File: src/rtl/aes_block_gearbox_pkg.sv
// Shared widths and the gearbox FSM state type for the AES datapath.
package aes_package;

  localparam int AES_WORD_W          = 32;
  localparam int AES_BLOCK_W         = 128;
  localparam int AES_WORDS_PER_BLOCK = 4;

  typedef enum logic [1:0] {
    IDLE = 2'd0,
    RUN  = 2'd1,
    DONE = 2'd2
  } aes_gearbox_state_t;

endpackage

File: src/rtl/aes_block_serializer.sv
// Unpack path: holds one ciphertext block from the AES core and emits it
// as four words, most significant word first. Pulses block_done when the
// last word of the held block is accepted downstream.
module aes_block_serializer
  import aes_package::*;
#(
  parameter int WORD_W  = AES_WORD_W,
  parameter int BLOCK_W = AES_BLOCK_W
) (
  input  logic               clk,
  input  logic               flush,
  input  logic               accept_en,
  input  logic               res_valid_i,
  output logic               res_ready_o,
  input  logic [BLOCK_W-1:0] res_data_i,
  output logic               ct_valid_o,
  input  logic               ct_ready_i,
  output logic [WORD_W-1:0]  ct_data_o,
  output logic               block_done_o
);

  logic [BLOCK_W-1:0] res_q;
  logic [1:0]         ct_idx_q;
  logic               res_full_q;
  logic               res_hs;
  logic               ct_hs;

  assign res_ready_o  = accept_en & ~res_full_q;
  assign ct_valid_o   = res_full_q;
  assign res_hs       = res_valid_i & res_ready_o;
  assign ct_hs        = res_full_q & ct_ready_i;
  assign block_done_o = ct_hs & (ct_idx_q == 2'(AES_WORDS_PER_BLOCK - 1));

  // Select the current outgoing word; index 0 is the most significant word.
  always_comb begin
    ct_data_o = '0;
    unique case (ct_idx_q)
      2'd0: ct_data_o = res_q[BLOCK_W-1          -: WORD_W];
      2'd1: ct_data_o = res_q[BLOCK_W-1-WORD_W   -: WORD_W];
      2'd2: ct_data_o = res_q[BLOCK_W-1-2*WORD_W -: WORD_W];
      2'd3: ct_data_o = res_q[BLOCK_W-1-3*WORD_W -: WORD_W];
      default: ct_data_o = '0;
    endcase
  end

  // Result register, word pointer and occupancy flag; a new result is only
  // taken once the previous one has fully drained, so the data stays stable.
  always_ff @(posedge clk) begin
    if (flush) begin
      res_q      <= '0;
      ct_idx_q   <= '0;
      res_full_q <= 1'b0;
    end else begin
      if (res_hs) begin
        res_q      <= res_data_i;
        res_full_q <= 1'b1;
        ct_idx_q   <= '0;
      end else if (ct_hs) begin
        ct_idx_q <= ct_idx_q + 2'd1;
        if (block_done_o) begin
          res_full_q <= 1'b0;
        end
      end
    end
  end

endmodule

File: src/rtl/aes_block_gearbox.sv
// Width-conversion and job sequencing between the 32-bit HWPE streams and
// the 128-bit iterative AES core. Packs plaintext words into blocks, hands
// them to the core, and unpacks results through aes_block_serializer.
// BLOCK_W is expected to be exactly four times WORD_W.
module aes_block_gearbox
  import aes_package::*;
#(
  parameter int WORD_W  = AES_WORD_W,
  parameter int BLOCK_W = AES_BLOCK_W,
  parameter int CNT_W   = 16
) (
  input  logic               clk,
  input  logic               reset,
  input  logic               clear,
  input  logic               enable,
  input  logic               start,
  input  logic [CNT_W-1:0]   n_blocks_i,
  input  logic               pt_valid_i,
  output logic               pt_ready_o,
  input  logic [WORD_W-1:0]  pt_data_i,
  output logic               core_valid_o,
  input  logic               core_ready_i,
  output logic [BLOCK_W-1:0] core_data_o,
  input  logic               res_valid_i,
  output logic               res_ready_o,
  input  logic [BLOCK_W-1:0] res_data_i,
  output logic               ct_valid_o,
  input  logic               ct_ready_i,
  output logic [WORD_W-1:0]  ct_data_o,
  output logic               busy_o,
  output logic               done_o,
  output logic [CNT_W-1:0]   blocks_done_o
);

  aes_gearbox_state_t state_q, state_d;

  logic               flush;
  logic [CNT_W-1:0]   n_blocks_q;
  logic [CNT_W-1:0]   blocks_issued_q;
  logic [CNT_W-1:0]   blocks_done_q;
  logic [1:0]         word_idx_q;
  logic               blk_full_q;
  logic [BLOCK_W-1:0] core_data_q;
  logic               pt_hs;
  logic               core_hs;
  logic               block_done;
  logic               last_block_done;
  logic               job_start;

  assign flush           = reset | clear;
  assign job_start       = (state_q == IDLE) & start;
  assign pt_ready_o      = (state_q == RUN) & enable & ~blk_full_q &
                           (blocks_issued_q < n_blocks_q);
  assign pt_hs           = pt_valid_i & pt_ready_o;
  assign core_valid_o    = blk_full_q;
  assign core_hs         = blk_full_q & core_ready_i;
  assign core_data_o     = core_data_q;
  assign last_block_done = block_done & ((blocks_done_q + CNT_W'(1)) == n_blocks_q);
  assign busy_o          = (state_q == RUN);
  assign done_o          = (state_q == DONE);
  assign blocks_done_o   = blocks_done_q;

  // Job FSM state register; clear acts exactly like reset and beats start.
  always_ff @(posedge clk) begin
    if (flush) begin
      state_q <= IDLE;
    end else begin
      state_q <= state_d;
    end
  end

  // Next-state logic: an empty job goes straight to DONE for its pulse.
  always_comb begin
    state_d = state_q;
    unique case (state_q)
      IDLE: begin
        if (start) begin
          state_d = (n_blocks_i == '0) ? DONE : RUN;
        end
      end
      RUN: begin
        if (last_block_done) begin
          state_d = DONE;
        end
      end
      DONE:    state_d = IDLE;
      default: state_d = IDLE;
    endcase
  end

  // Pack path and job counters; a job start rearms the counters while
  // blocks_done stays visible after the job until the next start.
  always_ff @(posedge clk) begin
    if (flush) begin
      n_blocks_q      <= '0;
      blocks_issued_q <= '0;
      blocks_done_q   <= '0;
      word_idx_q      <= '0;
      blk_full_q      <= 1'b0;
      core_data_q     <= '0;
    end else if (job_start) begin
      n_blocks_q      <= n_blocks_i;
      blocks_issued_q <= '0;
      blocks_done_q   <= '0;
      word_idx_q      <= '0;
      blk_full_q      <= 1'b0;
    end else begin
      if (pt_hs) begin
        unique case (word_idx_q)
          2'd0: core_data_q[BLOCK_W-1          -: WORD_W] <= pt_data_i;
          2'd1: core_data_q[BLOCK_W-1-WORD_W   -: WORD_W] <= pt_data_i;
          2'd2: core_data_q[BLOCK_W-1-2*WORD_W -: WORD_W] <= pt_data_i;
          2'd3: core_data_q[BLOCK_W-1-3*WORD_W -: WORD_W] <= pt_data_i;
          default: core_data_q <= core_data_q;
        endcase
        word_idx_q <= word_idx_q + 2'd1;
        if (word_idx_q == 2'(AES_WORDS_PER_BLOCK - 1)) begin
          blk_full_q <= 1'b1;
        end
      end
      if (core_hs) begin
        blk_full_q      <= 1'b0;
        blocks_issued_q <= blocks_issued_q + CNT_W'(1);
        word_idx_q      <= '0;
      end
      if (block_done) begin
        blocks_done_q <= blocks_done_q + CNT_W'(1);
      end
    end
  end

  aes_block_serializer #(
    .WORD_W  (WORD_W),
    .BLOCK_W (BLOCK_W)
  ) u_serializer (
    .clk          (clk),
    .flush        (flush),
    .accept_en    ((state_q == RUN) & enable),
    .res_valid_i  (res_valid_i),
    .res_ready_o  (res_ready_o),
    .res_data_i   (res_data_i),
    .ct_valid_o   (ct_valid_o),
    .ct_ready_i   (ct_ready_i),
    .ct_data_o    (ct_data_o),
    .block_done_o (block_done)
  );

endmodule
File: config.mk
export PLATFORM = sky130hd
export DESIGN_NAME = aes_block_gearbox
export DESIGN_NICKNAME = d
export VERILOG_FILES = /design/src/rtl/aes_block_gearbox_pkg.sv /design/src/rtl/aes_block_serializer.sv /design/src/rtl/aes_block_gearbox.sv
export SDC_FILE = /design/constraint.sdc
export NUM_CORES = 1
export LEC_CHECK = 0
export CORE_ASPECT_RATIO = 0.8
export CORE_MARGIN = 4
export CORE_UTILIZATION = 45
export CTS_CLUSTER_SIZE = 28
export DETAILED_ROUTE_END_ITERATION = 16
export GPL_TIMING_DRIVEN = 0
export PLACE_DENSITY = 0.76
export SLEW_MARGIN = 20
export SYNTH_ARGS = -nofsm -noshare
export SYNTH_HDL_FRONTEND = slang
export SYNTH_SLANG_ARGS = --single-unit
export TNS_END_PERCENT = 50
File: constraint.sdc
create_clock -name clk -period 4.2 [get_ports clk]
set_clock_uncertainty 0.15 [all_clocks]
set_input_delay 0.84 -clock clk [delete_from_list [all_inputs] [get_ports clk]]
set_output_delay 0.84 -clock clk [all_outputs]
set_load 0.1 [all_outputs]
# Word level (Yosys, flattened, before mapping)
# Index checks and enable logic that the tools add are counted.
# word_totals
word_cells	68
in_bits	185
regBits	312
out_inout_bits	182
# classes
n_eq_ne	11
n_mux	8
bitwise	15
reduce_logical	16
add_sub_neg	4
n_lt_le_gt_ge	1
# ops
cell	count
$pmux W32 S4	1
$add A16 B1 Y16 const B	2
$eq A16 B16 Y1	1
$logic_not A16 Y1	1
$lt A16 B16 Y1	1
$reduce_and A3 Y1	4
$and A1 B1 Y1	11
$eq A2 B2 Y1 const B	5
$eq A2 B1 Y1 const B	3
$logic_not A2 Y1	3
$mux W2	3
$reduce_and A2 Y1	3
$add A2 B1 Y2 const B	2
$pmux W2 S2	1
$reduce_bool A2 Y1	2
$reduce_or A2 Y1	2
$mux W1	3
$not A1 Y1	3
$reduce_or A3 Y1	1
$ne A2 B1 Y1 const B	1
$ne A2 B2 Y1 const B	1
$or A1 B1 Y1	1

# Logic depth before layout (Yosys ltp)
# logic_depth
depth_word	6
depth_mapped	11
ltp_nobuf	9

# Modules after synthesis
# From an unflattened synthesis, not the netlist that was laid out.
# hier_totals
hier_cells	1608
hier_area_um2	14184.9
# modules_own_cells
mod	cells_per_inst	seq_area_each_um2	area_per_inst_um2	instances
aes_block_gearbox	922	3623.5	7459.7	1
aes_block_serializer	686	2622.5	6725.2	1

# Worst setup path after synthesis
# Ideal clock, no wire load.
# synth_path
path_type	reg2out
startpoint	register state_q[0]
endpoint	output pt_ready_o
path_slack_ns	-0.606
stages_incl_launch_ff	6
t_arrival_ns	3.816
t_required_ns	3.210
path_cell_list	dfxtp_1 > nor2b_1 > nand3_1 > a21oi_1 > o21ai_1 > a21oi_1
# synth_via
elab_chain_cells	4
# synth_rtl
element	line	text
from (decl)	aes_block_gearbox.sv:35	aes_gearbox_state_t state_q, state_d;
from (signal assigned)	aes_block_gearbox.sv:68	state_q <= state_d;
$eq A2 B1 Y1	--	
via busy_o	aes_block_gearbox.sv:30	output logic busy_o,
$and A1 B1 Y1 (3 in series)	aes_block_gearbox.sv:52	assign pt_ready_o = (state_q == RUN) & enable & ~blk_full_q &
to (decl)	aes_block_gearbox.sv:19	output logic pt_ready_o,
# The timed path passes the listed nets, and every way through them passes these cells.

# Final worst setup path
# layout_path
startpoint	register u_serializer.ct_idx_q[0]
endpoint	output ct_data_o[23]
# layout_via
elab_chain_cells	2
word_cells_on_any_way	5
# layout_rtl
element	line	text
from (decl)	aes_block_serializer.sv:23	logic [1:0] ct_idx_q;
from (signal assigned)	aes_block_serializer.sv:59	ct_idx_q <= ct_idx_q + 2'd1;
$eq A2 B2 Y1, or another cell as far along	aes_block_serializer.sv:37	unique case (ct_idx_q)
$pmux W32 S4 *	aes_block_serializer.sv:37	
to (decl)	aes_block_gearbox.sv:29	output logic [WORD_W-1:0] ct_data_o,
# Every way passes the cells marked *; elsewhere a longest branch is shown, timed or not.

==> summary.txt <==
Detailed-route via count = 13419
Latest clock arrival within the worst-skew pair = 560 ps
Clock transition at path regs = 70 ps
Die H = 160 um
Dpl cells = 2355
R2r setup slk = 920 ps
Port-buffer cells = 366
Max-slew headroom = 29.6%
Core Area = 28400 sq um
Area of the multi-input gates = 6050 sq um
Tot GR Track Use = 28.5%
Critical path launch point type = flip-flop
Hpwl dp = 35600 um
CP required = 3210 ps
Root buf cell = clkbuf_16
Antenna-violating nets left = 0
Full die area = 31800 sq um
CTS tree = done
GP Congestion = 0.907
Crit end category = primary output
Hold Crit Depth = 2
Initial Util = 45.9%
Post-DP Area = 17200 sq um
Worst-path cell chain = inv_1 > ha_1 > clkbuf_1 > clkbuf_1 > mux2i_1 > clkdlybuf4s15_2
Final Hold Violating Endpoints = 0
Final instance area = 18300 sq um
Register area share after synthesis = 47.9%
Most frequent cells in the layout = 411 x nand2_1, 333 x clkdlybuf4s50_1, 312 x dfxtp_1
Main synth FF type = dfxtp_1
Initial detailed-routing violation count = 1294
Final setup fails = 0
Status = finished clean
Slew @ Worst Pin = 1050 ps
Sequential Area = 6250 sq um
H-tree Lvls = 1
WL final = 47200 um
Min-Delay Endpoint = u_serializer.res_q[95]
Launch point of the worst reg-to-reg path = n_blocks_q[7]
FF-to-FF End = core_data_o[124]
Vias per Instance = 5.55
Async set-reset flop share out of synthesis = 0%
Syn Area/Cell = 8.05 sq um
PnR worst setup slack = 57.7 ps
Setup repair after global routing missed its margin = yes
Number of non-filler instances in the completed layout = 2417
Maximum Capacitance Violations = 0
Hold Crit Class = flip-flop to flip-flop
Core Rows = 55
Drt pass-1 iters = 7
Layout cells sized above 1 = 5.34%
Slowest cell on the critical path = clkbuf_1
Die width = 198 um
Synthesized cell area = 13000 sq um
Initial antenna violation count = 4
CP max FO = 10
Post-CTS Hold Buffers = 0
Power per standard cell area = 345 nW/um^2
Data arrival, critical path = 3150 ps
Vias in the first global route = 13032
Min Tclk post-route = 4140 ps
Filler cell count = 2418
Clock Sinks = 312
IO Count = 367
Worst hold path startpoint = u_serializer.res_q[95]
Synthesized instance count = 1619
WL/cell = 19.5 um
Area Overhead vs Synth = 40.1%
Number of CTS-inserted buffers = 31
First-pass GRT wire length = 72700 um
DR DRC count = 0
EDFF count, synth = 0
Commonest non-fill, non-tap cell in the layout = nand2_1
Final period util = 98.6%
Max VDD drop = 0.303 mV
Critical path's largest stage delay = 730 ps
Ys Warns = 0
Max Slew Vio Count = 0
Clk buf depth = 3
Place WS = 27.7 ps
WHS = 306 ps
Pin count of the biggest net entering global routing = 16
R2R cell count = 9
GRT Residual Overflow = 0
Register bit total from synthesis = 312
Leak = 0.00612 uW
Fmax = 241 MHz
Post-synthesis cell type count = 43
Post-Syn Nets = 1829
Most frequent CP cell = clkbuf_1
Nets = 2228
CP Class = flip-flop to primary output
==> sequential cells by signal, summed over array words and instances (netlist names) <==
register,flops
blocks_issued_q,16
u_serializer.res_q,128
core_valid_o,1
u_serializer.ct_idx_q,2
core_data_o,128
u_serializer.ct_valid_o,1
state_q,2
word_idx_q,2
blocks_done_o,16
n_blocks_q,16
==> report_power, final <==
part           total [uW]  switching, uW  internal [uW]
combinational         436            235            201
clock                2880           1210           1670
sequential           2980           10.8           2970
total                6290           1450           4840
==> worst max-delay path, delay by kind of cell (launching register included) <==
family / cells / cell delay, ps
buffers and inverters: 4 / 1730
DFF: 1 / 330
muxes: 1 / 380
adders and majority gates: 1 / 160
==> worst max-delay path by stage <==
stage                                  start             to  cells after the start
finish              u_serializer.ct_idx_q[0]  ct_data_o[23]                      6
global route        u_serializer.ct_idx_q[0]  ct_data_o[23]                      6
CTS                 u_serializer.ct_idx_q[1]   ct_data_o[7]                      6
detailed placement  u_serializer.ct_idx_q[1]   ct_data_o[7]                      6
global placement                      enable     pt_ready_o                      6
floorplan                         state_q[0]     pt_ready_o                      5
==> repair_timing <==
item,CTS,global route
endpoints found under the setup margin,33,6
resized for setup,96,7
buffers inserted,0,0
endpoints found under the hold margin,0,0
==> per-stage QoR <==
stage	power, uW	TNS, ps	util [%]
final	6290	0	64.2
after global routing	6470	-43.3	64.2
after CTS	6310	0	64.2
after detailed placement	3480	0	60.4
after global placement	3470	0	60.4
after floorplan	3200	0	-
==> cell type report <==
type	count	area share, %
repair buffers	366	20.2
flip-flops and latches	312	34.2
clock inverters	13	0.836
well taps	370	2.54
inverters	59	1.21
clock buffers	45	4.92
diodes	4	0.0548
plain buffers	125	2.84
multi-input cells	1123	33.2
==> synth_stat cells, types with 2 or more instances <==
cell type / instances / area [sq um]
o211ai_1: 2 / 15.0
a21oi_1: 157 / 786
nor4_1: 14 / 87.6
nand2_1: 411 / 1540
nand4_1: 15 / 93.8
nor2_1: 79 / 297
mux2i_1: 67 / 671
buf_2: 13 / 65.1
o21a_1: 3 / 22.5
or2_2: 2 / 12.5
buf_6: 4 / 45.0
nor3_1: 12 / 60.1
a211oi_2: 2 / 25.0
xor2_1: 24 / 210
inv_1: 59 / 221
a211oi_1: 2 / 15.0
o21ai_0: 102 / 510
nand3_1: 110 / 551
dfxtp_1: 312 / 6250
a21o_1: 5 / 37.5
a22oi_1: 2 / 15.0
and3_1: 3 / 18.8
nand4b_1: 2 / 17.5
a222oi_1: 32 / 320
o21ai_1: 2 / 10.0
nand3b_1: 2 / 15.0
clkbuf_1: 107 / 402
or3_1: 7 / 43.8
and2_1: 3 / 18.8
ha_1: 25 / 313
nor2b_1: 3 / 18.8
xnor2_1: 25 / 219
==> kinds of logic (layout without fill, tap and decap cells) <==
family	Yosys count	count (layout)	share of synthesized area (%)
other	0	4	0
flip-flops	312	312	47.9
AND/OR/NAND/NOR	667	667	21.5
adder cells (fa/ha/maj)	25	25	2.40
XOR/XNOR	49	49	3.29
multiplexers	67	67	5.15
AO/OA/AOI/OAI	315	315	14.0
buffers and inverters	184	608	5.65
==> routing by layer <==
metal / vias to the layer above / part of all wire, % / global-route usage, %
met5: - / 0 / 0
met4: 0 / 3.6 / 10.1
met3: 110 / 9.2 / 6.37
met2: 625 / 45 / 43.3
met1: 6414 / 43 / 40.1
li1: 6270 / - / -
Note: power is estimated with default switching activity, not from simulation.
